File: src/rtl/uart_pkg.sv
// Shared types and constants for the UART transmit FIFO.
// Optional feature macro: UART_FIFO_OVF_COUNT_EN (adds a saturating drop counter).
package uart_pkg;

  typedef enum logic [1:0] {
    IDLE,
    START,
    ARM,
    HOLD
  } tx_fifo_state_t;

  localparam int UART_FRAME_SIZE_DEFAULT = 8;
  localparam int OVF_COUNT_W             = 16;

endpackage

File: src/rtl/uart_tx_fifo_if.sv
// Bus bundle between the UART receiver side, the FIFO, and the UART transmitter.
// With UART_FIFO_OVF_COUNT_EN defined the bundle also carries overflow_count.
interface uart_tx_fifo_if #(
  parameter int FRAME_SIZE = 8,
  parameter int DEPTH      = 16
);
  import uart_pkg::*;

  localparam int ADDR_W = $clog2(DEPTH);

  // Handshake: wr_en is a one-cycle strobe that carries wr_data; it is accepted
  // when not full or when a pop happens in the same cycle, otherwise dropped
  // and flagged. tx_start is a one-cycle launch pulse with tx_data stable from
  // that cycle until the next launch; tx_busy low is the only ready signal.
  logic [FRAME_SIZE-1:0] wr_data;
  logic                  wr_en;
  logic                  tx_busy;
  logic [FRAME_SIZE-1:0] tx_data;
  logic                  tx_start;
  logic [ADDR_W:0]       count;
  logic                  empty;
  logic                  full;
  logic                  overflow;
  tx_fifo_state_t        state;
`ifdef UART_FIFO_OVF_COUNT_EN
  logic [OVF_COUNT_W-1:0] overflow_count;

  modport master (
    output wr_data, wr_en, tx_busy,
    input  tx_data, tx_start, count, empty, full, overflow, state, overflow_count
  );
  modport slave (
    input  wr_data, wr_en, tx_busy,
    output tx_data, tx_start, count, empty, full, overflow, state, overflow_count
  );
`else
  modport master (
    output wr_data, wr_en, tx_busy,
    input  tx_data, tx_start, count, empty, full, overflow, state
  );
  modport slave (
    input  wr_data, wr_en, tx_busy,
    output tx_data, tx_start, count, empty, full, overflow, state
  );
`endif

endinterface

File: src/rtl/sync_fifo.sv
// Circular FIFO: storage, wrapping pointers, occupancy counter and flags.
// rd_data is combinational from the head entry; a write at full succeeds only alongside a read.
module sync_fifo #(
  parameter int WIDTH = 8,
  parameter int DEPTH = 16
) (
  input  logic                   clk,
  input  logic                   rst,
  input  logic                   wr_en,
  input  logic                   rd_en,
  input  logic [WIDTH-1:0]       wr_data,
  output logic [WIDTH-1:0]       rd_data,
  output logic [$clog2(DEPTH):0] count,
  output logic                   empty,
  output logic                   full
);
  localparam int ADDR_W = $clog2(DEPTH);
  localparam logic [ADDR_W:0] FULL_CNT = (ADDR_W+1)'(DEPTH);

  logic [WIDTH-1:0]  mem_q [DEPTH];
  logic [ADDR_W-1:0] wr_ptr_q, wr_ptr_d;
  logic [ADDR_W-1:0] rd_ptr_q, rd_ptr_d;
  logic [ADDR_W:0]   count_q, count_d;
  logic              wr_ok, rd_ok;

  assign full    = (count_q == FULL_CNT);
  assign empty   = (count_q == '0);
  assign rd_ok   = rd_en && !empty;
  assign wr_ok   = wr_en && (!full || rd_ok);
  assign rd_data = mem_q[rd_ptr_q];
  assign count   = count_q;

  always_comb begin
    wr_ptr_d = wr_ptr_q;
    rd_ptr_d = rd_ptr_q;
    count_d  = count_q;
    if (wr_ok) wr_ptr_d = wr_ptr_q + ADDR_W'(1);
    if (rd_ok) rd_ptr_d = rd_ptr_q + ADDR_W'(1);
    case ({wr_ok, rd_ok})
      2'b10:   count_d = count_q + (ADDR_W+1)'(1);
      2'b01:   count_d = count_q - (ADDR_W+1)'(1);
      default: count_d = count_q;
    endcase
  end

  always_ff @(posedge clk) begin
    if (rst) begin
      wr_ptr_q <= '0;
      rd_ptr_q <= '0;
      count_q  <= '0;
    end else begin
      wr_ptr_q <= wr_ptr_d;
      rd_ptr_q <= rd_ptr_d;
      count_q  <= count_d;
    end
  end

  // Storage needs no reset; pointers alone define what is valid.
  always_ff @(posedge clk) begin
    if (!rst && wr_ok) mem_q[wr_ptr_q] <= wr_data;
  end

endmodule

File: src/rtl/uart_tx_fifo.sv
// FIFO between UART receiver and transmitter, drained one frame per tx_start pulse.
// Optional feature macro: UART_FIFO_OVF_COUNT_EN (saturating overflow_count output).
module uart_tx_fifo
  import uart_pkg::*;
#(
  parameter int FRAME_SIZE = UART_FRAME_SIZE_DEFAULT,
  parameter int DEPTH      = 16
) (
  input logic           clk,
  input logic           rst,
  uart_tx_fifo_if.slave bus
);
  localparam int ADDR_W = $clog2(DEPTH);

  tx_fifo_state_t        state_q, state_d;
  logic [FRAME_SIZE-1:0] tx_data_q, tx_data_d;
  logic [FRAME_SIZE-1:0] rd_data;
  logic [ADDR_W:0]       count;
  logic                  empty, full;
  logic                  pop, tx_start, drop;
  logic                  overflow_q, overflow_d;

  sync_fifo #(
    .WIDTH (FRAME_SIZE),
    .DEPTH (DEPTH)
  ) u_fifo (
    .clk     (clk),
    .rst     (rst),
    .wr_en   (bus.wr_en),
    .rd_en   (pop),
    .wr_data (bus.wr_data),
    .rd_data (rd_data),
    .count   (count),
    .empty   (empty),
    .full    (full)
  );

  // ARM ignores tx_busy to cover the transmitter's one-cycle lag in raising it.
  always_comb begin
    state_d   = state_q;
    tx_data_d = tx_data_q;
    pop       = 1'b0;
    tx_start  = 1'b0;
    case (state_q)
      IDLE: begin
        if (!empty && !bus.tx_busy) begin
          state_d   = START;
          pop       = 1'b1;
          tx_data_d = rd_data;
        end
      end
      START: begin
        tx_start = 1'b1;
        state_d  = ARM;
      end
      ARM:     state_d = HOLD;
      HOLD:    if (!bus.tx_busy) state_d = IDLE;
      default: state_d = IDLE;
    endcase
  end

  assign drop       = bus.wr_en && full && !pop;
  assign overflow_d = overflow_q || drop;

  always_ff @(posedge clk) begin
    if (rst) begin
      state_q    <= IDLE;
      tx_data_q  <= '0;
      overflow_q <= 1'b0;
    end else begin
      state_q    <= state_d;
      tx_data_q  <= tx_data_d;
      overflow_q <= overflow_d;
    end
  end

`ifdef UART_FIFO_OVF_COUNT_EN
  logic [OVF_COUNT_W-1:0] ovf_cnt_q, ovf_cnt_d;

  always_comb begin
    ovf_cnt_d = ovf_cnt_q;
    if (drop && (ovf_cnt_q != '1)) ovf_cnt_d = ovf_cnt_q + OVF_COUNT_W'(1);
  end

  always_ff @(posedge clk) begin
    if (rst) ovf_cnt_q <= '0;
    else     ovf_cnt_q <= ovf_cnt_d;
  end

  assign bus.overflow_count = ovf_cnt_q;
`endif

  assign bus.tx_start = tx_start && !rst;
  assign bus.tx_data  = tx_data_q;
  assign bus.count    = count;
  assign bus.empty    = empty;
  assign bus.full     = full;
  assign bus.overflow = overflow_q;
  assign bus.state    = state_q;

endmodule

File: src/flat_wrapper.sv
// flat-port wrapper written by rule: the top's interface ports become plain ports
module uart_tx_fifo_flat import uart_pkg::*;
#(
  parameter int FRAME_SIZE = UART_FRAME_SIZE_DEFAULT,
  parameter int DEPTH      = 16
)
  (clk, rst, bus_wr_data, bus_wr_en, bus_tx_busy, bus_tx_data, bus_tx_start, bus_count, bus_empty, bus_full, bus_overflow, bus_state);
  uart_tx_fifo_if #(.FRAME_SIZE(FRAME_SIZE), .DEPTH(DEPTH)) bus_i ();
  input logic clk;
  input logic rst;
  input wire logic [$bits(bus_i.wr_data)-1:0] bus_wr_data;
  input wire logic [$bits(bus_i.wr_en)-1:0] bus_wr_en;
  input wire logic [$bits(bus_i.tx_busy)-1:0] bus_tx_busy;
  output wire logic [$bits(bus_i.tx_data)-1:0] bus_tx_data;
  output wire logic [$bits(bus_i.tx_start)-1:0] bus_tx_start;
  output wire logic [$bits(bus_i.count)-1:0] bus_count;
  output wire logic [$bits(bus_i.empty)-1:0] bus_empty;
  output wire logic [$bits(bus_i.full)-1:0] bus_full;
  output wire logic [$bits(bus_i.overflow)-1:0] bus_overflow;
  output wire logic [$bits(bus_i.state)-1:0] bus_state;
  assign bus_i.wr_data = bus_wr_data;
  assign bus_i.wr_en = bus_wr_en;
  assign bus_i.tx_busy = bus_tx_busy;
  assign bus_tx_data = bus_i.tx_data;
  assign bus_tx_start = bus_i.tx_start;
  assign bus_count = bus_i.count;
  assign bus_empty = bus_i.empty;
  assign bus_full = bus_i.full;
  assign bus_overflow = bus_i.overflow;
  assign bus_state = bus_i.state;
  uart_tx_fifo #(.FRAME_SIZE(FRAME_SIZE), .DEPTH(DEPTH)) u_core (.clk(clk), .rst(rst), .bus(bus_i));
endmodule
File: config.mk
export PLATFORM = sky130hd
export DESIGN_NAME = uart_tx_fifo_flat
export DESIGN_NICKNAME = d
export VERILOG_FILES = /design/src/rtl/uart_pkg.sv /design/src/rtl/uart_tx_fifo_if.sv /design/src/rtl/sync_fifo.sv /design/src/rtl/uart_tx_fifo.sv /design/src/flat_wrapper.sv
export SDC_FILE = /design/constraint.sdc
export NUM_CORES = 1
export LEC_CHECK = 0
export CORE_ASPECT_RATIO = 0.6
export CORE_UTILIZATION = 50
export DETAILED_ROUTE_END_ITERATION = 8
export PLACE_DENSITY = 0.75
export REMOVE_ABC_BUFFERS = 1
export SLEW_MARGIN = 0
export SYNTH_ARGS = -nofsm -noshare
export SYNTH_HDL_FRONTEND = slang
export SYNTH_HIERARCHICAL = 1
export SYNTH_SLANG_ARGS = --single-unit
File: constraint.sdc
create_clock -name clk -period 8.2 [get_ports clk]
set_clock_uncertainty 0.05 [all_clocks]
set_input_delay 2.46 -clock clk [delete_from_list [all_inputs] [get_ports clk]]
set_output_delay 2.46 -clock clk [all_outputs]
set_load 0.02 [all_outputs]
=== Word-level counts from Yosys, hierarchy flattened ===
Memories as Yosys holds them, arrays and structs flattened. A register that Yosys moved wholly into a read port is not among the register bits.
Cells that the tools add are included.
W data, S select, Z words.

* Output and inout bits: 19
* Bits in writable memories: 128
* Memories: 1
* Logic and storage cells: 46
* Input port bits: 12
* Bits in registers: 16

* Add/sub/neg operators: 4
* Multiplexer cells: 9
* Equality and inequality tests: 8
* Reductions and logical operators: 19

{| class="wikitable"
|+ Memory list
! memory !! depth !! bits a word !! rd ports !! clocked after memory_dff !! write ports !! RTL line !! text
|-
| u_core.u_fifo.mem_q || 16 || 8 || 1 || 1 || 1 || sync_fifo.sv:20 || <nowiki>logic [WIDTH-1:0] mem_q [DEPTH];</nowiki>
|}

{| class="wikitable"
|+ Operators with widths
! cell !! count
|-
| $pmux W5 S2 || 1
|-
| $add A4 B1 Y4 const B || 2
|-
| $pmux W2 S4 || 1
|-
| $logic_and A1 B1 Y1 || 7
|-
| $eq A2 B2 Y1 const B || 3
|-
| $add A5 B1 Y5 const B || 1
|-
| $eq A5 B5 Y1 const B || 1
|-
| $logic_not A1 Y1 || 5
|-
| $logic_not A5 Y1 || 1
|-
| $mux W1 || 5
|-
| $sub A5 B1 Y5 const B || 1
|-
| $eq A2 B1 Y1 const B || 2
|-
| $mux W2 || 2
|-
| $reduce_and A2 Y1 || 2
|-
| $logic_not A2 Y1 || 1
|-
| $logic_or A1 B1 Y1 || 2
|-
| $ne A2 B1 Y1 const B || 1
|-
| $ne A2 B2 Y1 const B || 1
|-
| $reduce_bool A2 Y1 || 1
|}

=== Longest topological paths before layout ===
Gate-level depths: netlist of run 1.

* Word-level depth: 11
* Mapped depth: 14
* Gate-level depth less buffers: 11

=== Hierarchy ===
The synthesis of run 1 kept the hierarchy.

{| class="wikitable"
|+ Modules (own cells, without submodules)
! module !! seq. area each (um2) !! cells each !! instances !! area an instance (um2)
|-
| sync_fifo || 4,184.0 || 327 || 1 || 5,839.4
|-
| uart_tx_fifo || 220.2 || 50 || 1 || 500.5
|}

=== Least setup slack after synthesis of run 1 ===
OpenSTA, ideal clock, no wires.

* Path kind: input -> output
* Start: input port rst
* End: output port bus_tx_start
* Buffers on the path: 0
* Arrival time: 2,764 ps
* Cell stages on the path: 1
* Required time: 5,690 ps
* Slack: 2,926 ps
* Cell sequence: nor2b_1

* Word-level cells in the longest chain between the ends: 2

{| class="wikitable"
|+ Ends and longest elaborated chain
! item !! RTL line !! text
|-
| start: declaration || flat_wrapper.sv:10 || <nowiki>input logic rst;</nowiki>
|-
| $logic_not A1 Y1 || uart_tx_fifo.sv:93 || <nowiki>assign bus.tx_start = tx_start && !rst;</nowiki>
|-
| $logic_and A1 B1 Y1 || uart_tx_fifo.sv:93 ||
|-
| end: declaration || flat_wrapper.sv:15 || <nowiki>output wire logic [$bits(bus_i.tx_start)-1:0] bus_tx_start;</nowiki>
|}

No other way between the ends.

=== Worst setup path after layout of run 1 ===
Same ends and word-level chain as after synthesis.

==> results of run 1 <==
placed cells by master, fill, tap and decap left out, types with 2 or more instances in the layout:
cell and count:
edfxtp_1 128, nor2_1 41, mux4_2 32, clkdlybuf4s50_1 30
dfxtp_1 26, clkbuf_16 17, a22oi_1 16, ha_1 13
mux2i_1 12, nand2_1 12, inv_1 10, nor2b_1 7
bufinv_16 5, o21ai_0 5, nand3_1 5, a21oi_1 4
nor3_1 4, o21a_1 4, xor2_1 4, nor3b_1 3
buf_4 3, clkbuf_8 2, clkbuf_1 2, clkinv_2 2
nand3b_1 2, or4_1 2, nand2b_1 2, xnor2_1 2
o211ai_1 2, dfxtp_2 2
cells by family (layout without fill, tap and decap cells):
group	count (synthesis)	count (layout)
buffers and inverters	29	76
adders and majority gates	14	14
AOI/OAI and AO/OA	41	41
and+or+nand+nor	86	86
muxes	45	45
xor gates and xnor gates	6	6
DFF	156	156
path summary, 6_finish.rpt:
| kind | to | slack, ps | startpoint |
|---|---|---|---|
| setup / recovery | bus_tx_start | 1830 | rst |
| hold / removal | u_core/bus.overflow | 400 | u_core/bus.overflow |
| setup reg to reg | u_core/u_fifo/count[4] | 4550 | u_core/u_fifo/count[0] |
| hold reg to reg | u_core/bus.overflow | 400 | u_core/bus.overflow |
tightest hold or removal path: cells and delay by family, from the launching register on:
kind            cells  cell delay [ps]
flops               1              310
buf+inv             1               50
compound gates      1               50
metrics by stage:
step	util, %	cells	cell area (µm²)	power (µW)	worst slack [ps]
CTS	60.9	589	7430	2310	1830
detailed placement	55.5	557	6790	1460	1830
floorplan	-	359	6250	1290	2930
finish	60.9	589	7430	2290	1830
global route	60.9	589	7430	2390	1780
global placement	55.5	557	6790	1440	1830
synthesized netlist by cell type, types with 3 or more instances:
cell type  instances
nand2_1           12
nor2_1            41
nand3_1            5
a22oi_1           16
xor2_1             4
dfxtp_1           28
edfxtp_1         128
a21oi_1            4
nor3b_1            3
nor2b_1            7
clkbuf_1          11
mux2i_1           12
o21ai_0            5
nor3_1             4
o21a_1             4
mux4_2            32
inv_1             10
buf_2              3
ha_1              13
sequential cells by signal (all words and copies together) (netlist names), named ones only:
register                cells
u_core/u_fifo/wr_ptr_q      4
u_core/bus.overflow         1
u_core/bus.tx_data          8
u_core/u_fifo/mem_q       128
u_core/bus.state            2
u_core/u_fifo/rd_ptr_q      4
u_core/u_fifo/count         5
metal layers:
layer / routed length [µm] / track usage, % / up-vias
met4: 105 / 7.59 / 0
li1: - / - / 1541
met2: 5490 / 30.9 / 127
met3: 843 / 5.51 / 13
met1: 5950 / 30.7 / 1732
met5: 0 / 0 / -
power breakdown:
group          internal (µW)  switching (µW)
sequential               899            42.5
combinational            233             269
clock                    556             293
area by class of cell:
cell class	count	area share [%]
Clock inverter	11	2.54
Inverter	11	0.555
Timing Repair Buffer	33	4.34
Sequential cell	156	59.3
Multi-Input combinational cell	192	24.3
Tap cell	165	2.78
Clock buffer	21	6.19
==> results.cfg, run 1 <==
[clock_tree]
cts_tree = done
cts.htree.levels = 4
cts_buffer_depth = 2
cts_buffers = 17
clkLatencyLatePin_ps = 410
post_cts_buffers = 0
clock_sinks = 156
hold_buffers = 0
clock-root-buffer = clkbuf_16
cts_resized = 0
clk_pin_slew_ps = 60

[yosys]
syn_area_um2 = 6340
synth-compound-area-share_pct = 4.82
muxShareOfSynthArea_pct = 13.4
synth_cell_types = 47
synth-xor-area-share_pct = 0.829
synth_fa_ha_area_share_pct = 2.88
ys_ff_latch = 156
synth-edff-count = 128
synth_top_area_share_pct = 60.6
syn_avg_cell_area_um2 = 16.8
synth-simple-area-share_pct = 6.55
async_flop_share_pct = 0
yosys_most_used_dff = edfxtp_1
syn-instance-count = 377
synth_area_leaders = edfxtp_1 (61%), mux4_2 (11%), dfxtp_1 (8.8%)
yosysSeqAreaShare_pct = 69.5
synth_top_family_by_area = multiplexers
yosysTopAreaCell = edfxtp_1
synth_warnings = 6

[sta]
worst_slew_pin_slew_ps = 1000
rsz0062_at_grt = no
min_period_ps = 6370
fin_crit_sh_pct = 77.7
whs_ps = 396
fmax_mhz = 157
setup_violations = 0
drv_slew = 0
slew_headroom_pct = 32.9
hold_violations = 0
fin_setup_tns_ps = 0

[drt]
drc_errors = 0
totalWireLength_um = 12400
viasPerCell = 5.79
first_pass_iters = 5
vias = 3413
drtAntennaViolNets = 0
drt_iter0_markers = 246
wl_per_cell_um = 21.0

[critical_path]
crit_path_frequent_cell = clkdlybuf4s50_1
r2r_cells = 11
critical_path_class = input pin to output port
crit_path_end_kind = output port
crit_path_cell_trace = clkdlybuf4s50_1 -> buf_4 -> nor2b_1 -> clkdlybuf4s50_1
required_ps = 5690
crit_cells = 4
crit_buf_inv = 3
cpPeakStageDelay_ps = 540
cp_slowest_cell = clkdlybuf4s50_1
path_delay_family = buffers and inverters
worstPathArrival_ps = 3860
cp_max_fo = 31
start_kind = input pin

[floorplanning]
core-area_um2 = 12200
std_cell_rows = 31
start_util_pct = 51.9
die_y_um = 89.2
die_w_um = 147
num_io_pins = 31
die_area_um2 = 13100

[status]
status = finished, final reports clean

[layout]
syn2layout_area_growth_pct = 17.3
multi_input_area_um2 = 1810
final_nets = 437
num_antenna_cells = 0
regArea_um2 = 4410
nFillCells = 882
drive_gt1_share_pct = 17.5

[global_route]
antenna_found_initial = 0
grt_start_max_net_pins = 33
grt_pass1_wl_um = 19100
first_global_vias = 3354
grt_use_total_pct = 21.0
grt_overflow_total = 0

[placement]
routabilityCongestion = 0.819
portBuffers = 30
hpwl_um = 7890

[power]
p_leak_uw = 0.00245
ir_drop_mv = 0.136
cellPowerDensity_nw_per_um2 = 308

[job]
drv_cap = 0

[min_path]
hold_path_depth = 2
min_path_type = flop to flop
Power figures use the tool's default switching activity.
==> run 2, diff against run 1 <==
--- a/config.mk
+++ b/config.mk
@@ -8,7 +8,7 @@
 export CORE_ASPECT_RATIO = 0.6
 export CORE_UTILIZATION = 50
 export DETAILED_ROUTE_END_ITERATION = 8
-export PLACE_DENSITY = 0.75
+export PLACE_DENSITY = 0.78
 export REMOVE_ABC_BUFFERS = 1
 export SLEW_MARGIN = 0
 export SYNTH_ARGS = -nofsm -noshare
==> constraint.sdc (replaced) <==
create_clock -name clk -period 5.7 [get_ports clk]
set_clock_uncertainty 0.05 [all_clocks]
set_input_delay 1.71 -clock clk [delete_from_list [all_inputs] [get_ports clk]]
set_output_delay 1.71 -clock clk [all_outputs]
set_load 0.02 [all_outputs]
==> run 2 against run 1 <==
Against the previous run:
- sequential power increased by 43%
- largest cell class unchanged
- cell area decreased by 1.2%
- via count increased by 2.5%
- worst hold slack got worse by 1.5 ps
- combinational power increased by 47%
- die area unchanged
- first-iteration DRC count increased by 11%
- sequential share of layout area increased by 0.75 points
- worst setup slack got worse by 720 ps
- register-to-register slack got worse by 2500 ps
- final cell count unchanged
- wire length increased by 5.4%
==> results.cfg, run 2 (synthesis results as in run 1) <==
[critical_path]
worstPathArrival_ps = 2840
crit_buf_inv = 2
required_ps = 3940
path_delay_family = buffers and inverters
crit_path_end_kind = output port
critical_path_class = input pin to output port
cp_max_fo = 2
start_kind = input pin
crit_path_cell_trace = clkdlybuf4s50_1 -> nor2b_1 -> clkdlybuf4s50_1
crit_path_frequent_cell = clkdlybuf4s50_1
cpPeakStageDelay_ps = 600
cp_slowest_cell = clkdlybuf4s50_1

[job]
drv_cap = 0

[layout]
largest-register = u_core/u_fifo/mem_q
final_nets = 437
layout_commonest_cell = edfxtp_1
drive_gt1_share_pct = 17.5
stdcell_count = 589
final_cell_mix = edfxtp_1 (128), nor2_1 (41), mux4_2 (32)
nFillCells = 895
syn2layout_area_growth_pct = 15.8
num_antenna_cells = 0
largest_reg_flops = 128
design_area_um2 = 7340

[clock_tree]
clock_sinks = 156
clkLatencyLatePin_ps = 410
clk_pin_slew_ps = 60
cts_resized = 0
clock-root-buffer = clkbuf_16
cts.htree.levels = 4
cts_tree = done
post_cts_buffers = 0
cts_buffer_depth = 2
hold_buffers = 0
cts_buffers = 17

[drt]
vias = 3500
viasPerCell = 5.94
wl_per_cell_um = 22.2
totalWireLength_um = 13100
drt_iter0_markers = 274
drc_errors = 0
drtAntennaViolNets = 0
first_pass_iters = 5

[global_route]
grt_start_max_net_pins = 33
grt_pass1_wl_um = 20200
antenna_found_initial = 0
grt_overflow_total = 0
grt_use_total_pct = 21.8
first_global_vias = 3577

[floorplanning]
die_area_um2 = 13100
start_util_pct = 51.9
die_y_um = 89.2
core-area_um2 = 12200
num_io_pins = 31
die_w_um = 147
std_cell_rows = 31

[sta]
fin_setup_tns_ps = 0
drv_slew = 0
setup_violations = 0
rsz0062_at_grt = no
slew_headroom_pct = 32.7
fmax_mhz = 217
fin_crit_sh_pct = 80.7
hold_violations = 0
worst_slew_pin_slew_ps = 1010
whs_ps = 395
min_period_ps = 4600
finalWorstSetupSlack_ps = 1100

[placement]
dp.cells = 557
dpl_cell_area_um2 = 6790
hpwl_um = 8350
routabilityCongestion = 0.780
portBuffers = 30
post-place-ws_ps = 1090

[power]
cellPowerDensity_nw_per_um2 = 428
p_leak_uw = 0.00242
ir_drop_mv = 0.200

[status]
status = finished, final reports clean

[min_path]
min_path_type = flop to flop
## run 2: final timing paths
| check | from | to | slack (ps) | cells after the start |
|---|---|---|---|---|
| worst min-delay path | u_core/bus.overflow | u_core/bus.overflow | 390 | 2 |
| worst max-delay path | rst | bus_tx_start | 1100 | 3 |
| worst max register to register | u_core/u_fifo/count[0] | u_core/u_fifo/count[4] | 2020 | 11 |
| worst min register to register | u_core/bus.overflow | u_core/bus.overflow | 390 | 2 |
## run 2: metrics by stage
step                total power, µW  utilization (%)
floorplan                      1860                -
global placement               2080             55.5
detailed placement             2110             55.5
CTS                            3160             60.1
global route                   3270             60.1
finish                         3140             60.1
## run 2: area by class of cell
| cell class | instances | area, µm² | share of cell area, % |
|---|---|---|---|
| sequential | 156 | 4410 | 60.0 |
| multi-input combinational | 192 | 1810 | 24.6 |
| clock buffer | 23 | 500 | 6.82 |
| timing repair buffer | 33 | 323 | 4.40 |
| tap | 165 | 206 | 2.81 |
| clock inverter | 9 | 56.3 | 0.767 |
| inverter | 11 | 41.3 | 0.562 |
## run 2: worst register-to-register path: stages, from the launching register on
cell and delay [ps]:
dfxtp_1 370, or4_1 790, nor2_1 310, nor3b_2 80, buf_4 230, nor2b_1 190
o21ai_4 110, inv_2 120, ha_1 340, o2bb2ai_1 320, mux2i_1 150, or4_1 520
## run 2: where the power goes
group          internal (µW)  leakage, µW  total [µW]  switching [µW]
Sequential              1290      0.00138        1350            61.4
Clock                    619     0.000279        1050             432
Combinational            338     0.000758         739             401
## run 2: per-layer routing
metal	up-vias	wire, µm	track usage (%)
li1	1537	-	-
met1	1791	6050	30.6
met2	159	5850	32.9
met4	0	97	7.22
met3	13	1060	6.94
met5	-	0	0
